### src/rtl/pcie_tx_arbiter.sv
// Two-source packet arbiter in front of the 64-bit PCIe AXIS TX port.
// Switches sources only at packet boundaries; a beat watchdog truncates runaway packets.
module pcie_tx_arbiter #(
    parameter int CPL_PRIO  = 0,
    parameter int MAX_BEATS = 72,
    parameter int CNT_W     = 16
) (
    input  logic             user_clk,
    input  logic             sys_rst_n,
    input  logic             user_lnk_up,
    input  logic [63:0]      cpl_tdata,
    input  logic [7:0]       cpl_tkeep,
    input  logic             cpl_tlast,
    input  logic             cpl_tvalid,
    output logic             cpl_tready,
    input  logic [63:0]      req_tdata,
    input  logic [7:0]       req_tkeep,
    input  logic             req_tlast,
    input  logic             req_tvalid,
    output logic             req_tready,
    output logic [63:0]      s_axis_tx_tdata,
    output logic [7:0]       s_axis_tx_tkeep,
    output logic             s_axis_tx_tlast,
    output logic             s_axis_tx_tvalid,
    input  logic             s_axis_tx_tready,
    output logic             tx_src_dsc,
    output logic             grant_cpl,
    output logic             grant_req,
    output logic [CNT_W-1:0] dsc_count
);

    // MAX_BEATS >= 3 keeps the watchdog compare reachable before the counter could wrap.
    localparam int              BC_W     = $clog2(MAX_BEATS + 1);
    localparam logic [BC_W-1:0] LAST_CNT = BC_W'(MAX_BEATS - 1);

    typedef enum logic [2:0] {
        IDLE,
        GNT_CPL,
        GNT_REQ,
        DROP_CPL,
        DROP_REQ
    } state_t;

    state_t           state_q, state_d;
    logic             last_req_q, last_req_d;
    logic [BC_W-1:0]  beat_cnt_q, beat_cnt_d;
    logic [CNT_W-1:0] dsc_count_q, dsc_count_d;
    logic             grant_cpl_q, grant_req_q;

    logic        cpl_sel, req_sel, granted;
    logic [63:0] src_tdata;
    logic [7:0]  src_tkeep;
    logic        src_tlast, src_tvalid;
    logic        tx_tvalid, force_last, accept;
    logic        arb_cv, arb_rv;
    state_t      nxt_grant;

    function automatic state_t pick(input logic cv, input logic rv, input logic lr);
        state_t s;
        s = IDLE;
        if (CPL_PRIO != 0) begin
            if (cv)      s = GNT_CPL;
            else if (rv) s = GNT_REQ;
        end else begin
            if (cv && rv) s = lr ? GNT_CPL : GNT_REQ;
            else if (cv)  s = GNT_CPL;
            else if (rv)  s = GNT_REQ;
        end
        return s;
    endfunction

    always_comb begin
        cpl_sel = (state_q == GNT_CPL);
        req_sel = (state_q == GNT_REQ);
        granted = cpl_sel | req_sel;

        src_tdata  = req_sel ? req_tdata  : cpl_tdata;
        src_tkeep  = req_sel ? req_tkeep  : cpl_tkeep;
        src_tlast  = req_sel ? req_tlast  : cpl_tlast;
        src_tvalid = req_sel ? req_tvalid : cpl_tvalid;

        tx_tvalid  = user_lnk_up & granted & src_tvalid;
        force_last = (beat_cnt_q == LAST_CNT) & ~src_tlast;
        accept     = tx_tvalid & s_axis_tx_tready;

        s_axis_tx_tvalid = tx_tvalid;
        s_axis_tx_tdata  = granted ? src_tdata : '0;
        s_axis_tx_tkeep  = granted ? src_tkeep : '0;
        s_axis_tx_tlast  = tx_tvalid & (src_tlast | force_last);
        tx_src_dsc       = tx_tvalid & force_last;

        cpl_tready = user_lnk_up & ((cpl_sel & s_axis_tx_tready) | (state_q == DROP_CPL));
        req_tready = user_lnk_up & ((req_sel & s_axis_tx_tready) | (state_q == DROP_REQ));

        // On a tlast handshake the finishing source's tvalid belongs to the beat being
        // consumed, so it must not bid for the next packet.
        arb_cv    = cpl_tvalid & ~cpl_sel;
        arb_rv    = req_tvalid & ~req_sel;
        nxt_grant = pick(arb_cv, arb_rv, last_req_q);

        state_d     = state_q;
        last_req_d  = last_req_q;
        beat_cnt_d  = beat_cnt_q;
        dsc_count_d = dsc_count_q;

        case (state_q)
            IDLE: begin
                state_d = nxt_grant;
                if (nxt_grant != IDLE) last_req_d = (nxt_grant == GNT_REQ);
            end
            GNT_CPL, GNT_REQ: begin
                if (accept) begin
                    if (src_tlast) begin
                        state_d    = nxt_grant;
                        beat_cnt_d = '0;
                        if (nxt_grant != IDLE) last_req_d = (nxt_grant == GNT_REQ);
                    end else if (force_last) begin
                        state_d    = cpl_sel ? DROP_CPL : DROP_REQ;
                        beat_cnt_d = '0;
                        if (dsc_count_q != '1) dsc_count_d = dsc_count_q + 1'b1;
                    end else begin
                        beat_cnt_d = beat_cnt_q + 1'b1;
                    end
                end
            end
            DROP_CPL: if (cpl_tvalid && cpl_tlast) state_d = IDLE;
            DROP_REQ: if (req_tvalid && req_tlast) state_d = IDLE;
            default:  state_d = IDLE;
        endcase

        // Link loss abandons the packet; the core flushes its partial TLP.
        if (!user_lnk_up) begin
            state_d    = IDLE;
            beat_cnt_d = '0;
            last_req_d = last_req_q;
        end
    end

    always_ff @(posedge user_clk or negedge sys_rst_n) begin
        if (!sys_rst_n) begin
            state_q     <= IDLE;
            last_req_q  <= 1'b1;
            beat_cnt_q  <= '0;
            dsc_count_q <= '0;
            grant_cpl_q <= 1'b0;
            grant_req_q <= 1'b0;
        end else begin
            state_q     <= state_d;
            last_req_q  <= last_req_d;
            beat_cnt_q  <= beat_cnt_d;
            dsc_count_q <= dsc_count_d;
            grant_cpl_q <= (state_d == GNT_CPL);
            grant_req_q <= (state_d == GNT_REQ);
        end
    end

    assign grant_cpl = grant_cpl_q;
    assign grant_req = grant_req_q;
    assign dsc_count = dsc_count_q;

endmodule
### config.mk
export PLATFORM = sky130hd
export DESIGN_NAME = pcie_tx_arbiter
export DESIGN_NICKNAME = d
export VERILOG_FILES = /design/src/rtl/pcie_tx_arbiter.sv
export SDC_FILE = /design/constraint.sdc
export NUM_CORES = 1
export LEC_CHECK = 0
export CAP_MARGIN = 0
export CORE_AREA = 2 2 96 98
export CTS_BUF_LIST = sky130_fd_sc_hd__clkbuf_4
export DETAILED_ROUTE_END_ITERATION = 12
export DIE_AREA = 0 0 98 100
export PLACE_DENSITY = 0.79
export SLEW_MARGIN = 5
export SYNTH_ARGS = -nofsm -noshare
export SYNTH_HDL_FRONTEND = slang
export SYNTH_SLANG_ARGS = --single-unit
### constraint.sdc
create_clock -name user_clk -period 6.1 [get_ports user_clk]
set_input_delay 0.61 -clock user_clk [delete_from_list [all_inputs] [get_ports user_clk]]
set_output_delay 0.61 -clock user_clk [all_outputs]
set_load 0.01 [all_outputs]
==> results.cfg <==
[outcome]
outcome = finished clean

[worst_setup_path]
cp_top_family = buffers and inverters
rrSetupSlack_ns = 3.18
critPathSlowestCell = dfrtp_1
reg2regPathDepth = 5
cp_max_fo = 45
cp_data_arrival_time_ns = 3.13
worstPathRequired_ns = 5.49
cp-startpoint = state_q[0]
path_cells = nand2b_1, nor2_4, buf_4, a22o_1, clkdlybuf4s50_1
timing.rr.start = state_q[1]
worst_path_largest_cell_delay_ns = 0.66
critPathKind = reg2out
start_kind = flip-flop
path_buf_inv = 2
crit_cells = 5
endpoint = s_axis_tx_tdata[29]
worst_r2r_endpoint = dsc_count[1]
end_kind = primary output

[cts]
cts-root-buf = clkbuf_4
htree_num_levels = 2
clock_path_buffers = 2
holdBufCountCts = 0
clock_latency_ns = 0.34
clock_sink_count = 29
path_clk_slew_ns = 0.10
numCtsBuffers = 5
cts_resized = 0
postCtsSetupBuffers = 0
cts_tree = done

[timing]
fin_crit_ns = 3.74
finalCritPeriodShare_pct = 61.3
setup_viol = 0
layout_setup_ws_ns = 2.36
final-max-slew-violation-count = 0
fin_tns_setup_ns = 0
rsz0062_at_grt = no
relSlewSlack_pct = 36.1
tightest_slew_ns = 0.931
fmax_mhz = 267
final-hold-violation-count = 0
fin_skew_ns = 0.00576

[detailed_routing]
wl_per_cell_um = 20.2
via_per_inst = 5.31
drc = 0
wl_mm = 12.8
via_count = 3373
first_iter_violations = 237
drtAntennaViolNets = 0
firstDrtPassIters = 4

[synthesis]
synthFlopType = dfrtp_1
avgSynthCellArea_um2 = 8.97
synth_seq_cells = 29
synth_edf_count = 0
synth_cell_type_count = 52
synth_warnings = 0
syn_area_um2 = 2570
syn_inst = 286
synthArstFlopShare_pct = 100
synth_fp_nets = 440
seq_area_frac_synth_pct = 28.3

[placed_design]
routabilityCongestion = 0.863
dpl.hpwl_mm = 10.7
pre_cts_ws_ns = 2.72
post_dp_cell_area_um2 = 5100
io_buffers = 246

[floorplan]
dieArea_um2 = 9800
io_pins = 247
start_util_pct = 28.9
die_x_um = 98
fp-row-count = 35
core-area_um2 = 8890
die_y_um = 100

[cells_and_area]
final_cell_area_um2 = 5160
fin_nets = 673
area_growth_syn_to_layout_pct = 101
final_layout_size_suffix_gt1_share_pct = 5.77
mostFrequentLayoutCells = 246 x clkdlybuf4s50_1, 73 x a22o_1, 28 x dfrtp_1, 20 x nand2_1, 15 x xor2_1
layout_commonest_cell = clkdlybuf4s50_1
n_fill_cell = 783

[global_routing]
antenna_found_initial = 6
track_usage_pct = 24.5
grt_max_degree = 74
grt_pass1_vias = 3203
grt_overflow = 0
grt_pass1_wl_mm = 18.5

[power_and_ir_drop]
p_total_mw = 0.873
powerDensity_nw_per_um2 = 169
cellLeakagePower_nw = 2.05
irDropWorstVdd_mv = 0.0769

[run]
drv_cap = 0

[hold_path]
min_path_type = reg2reg
-- registers in the layout (all words and copies together), names as in the netlist --
| name | count |
|---|---|
| grant_req | 1 |
| last_req_q | 1 |
| beat_cnt_q | 7 |
| dsc_count | 16 |
| grant_cpl | 1 |
| state_q | 3 |
-- worst min path at each step --
| stage | cells past startpoint | to | from |
|---|---|---|---|
| 6_report | 1 | dsc_count[14] | dsc_count[14] |
| 5_1_grt | 1 | dsc_count[6] | dsc_count[6] |
| 4_1_cts | 1 | dsc_count[14] | dsc_count[14] |
| 3_5_place_dp | 1 | dsc_count[14] | dsc_count[14] |
| 3_3_place_gp | 1 | dsc_count[6] | dsc_count[6] |
| 2_1_floorplan | 0 | beat_cnt_q[0] | sys_rst_n |
-- kinds of logic after synthesis --
logic type,synth area share [%]
adders and majority gates,0.975
DFF,28.3
AOI/OAI and AO/OA,35.8
muxes,1.27
buffers and inverters,4.49
xor gates and xnor gates,5.12
and+or+nand+nor,24.0
-- metal layers --
metal | global-route usage (%) | wire length [µm] | vias to the layer above | share of wire [%]
met5 | 0 | 25 | - | 0.20
met4 | 4.06 | 124 | 4 | 0.97
met1 | 31.7 | 5200 | 1576 | 41
met3 | 11.6 | 1660 | 16 | 13
met2 | 38.0 | 5790 | 185 | 45
li1 | - | - | 1592 | -
-- where the power goes --
part	leakage [nW]	internal (mW)	switching (mW)
registers	0.400	0.202	0.0155
clock network	0.0301	0.0416	0.0739
logic	1.62	0.319	0.222
-- metrics by stage --
step	utilization, %	instances	hold WS, ns
finish	58.0	635	0.494
global route	57.9	631	0.512
CTS	57.9	631	0.495
detailed placement	57.4	623	0.484
global placement	57.4	623	0.481
floorplan	-	286	0.314
-- area by class of cell --
cell class,count,area (µm²),share of cell area [%]
Antenna cell,4,10.0,0.194
Clock buffer,5,37.5,0.727
Clock inverter,3,12.5,0.242
Inverter,3,11.3,0.218
Multi-Input combinational cell,231,1740,33.7
Sequential cell,29,727,14.1
Tap cell,111,139,2.69
Timing Repair Buffer,249,2480,48.2
-- cells in the mapped netlist, types with 2 or more instances --
cell type,number,share of area (%)
nor3b_2,2,0.97
nor4b_2,3,1.8
ha_1,2,0.97
nand3_1,14,2.7
buf_2,5,0.97
and3_1,3,0.73
inv_1,3,0.44
and2_1,5,1.2
clkbuf_1,16,2.3
a21oi_1,10,2.0
xor2_1,15,5.1
nand4_1,6,1.5
nor2_1,13,1.9
or3_1,2,0.49
and4_1,2,0.68
mux2_2,2,0.88
a22o_1,73,25
o21ai_0,10,2.0
a21boi_0,2,0.58
nor3_2,2,0.78
nand2b_1,4,0.97
nand2_1,20,2.9
nand3b_4,2,1.6
or2_2,2,0.49
o21a_1,4,1.2
o31ai_1,2,0.58
dfrtp_1,28,27
nor2b_1,2,0.49
nor3_1,7,1.4
a31oi_1,3,0.73
Power figures use the tool's default switching activity.
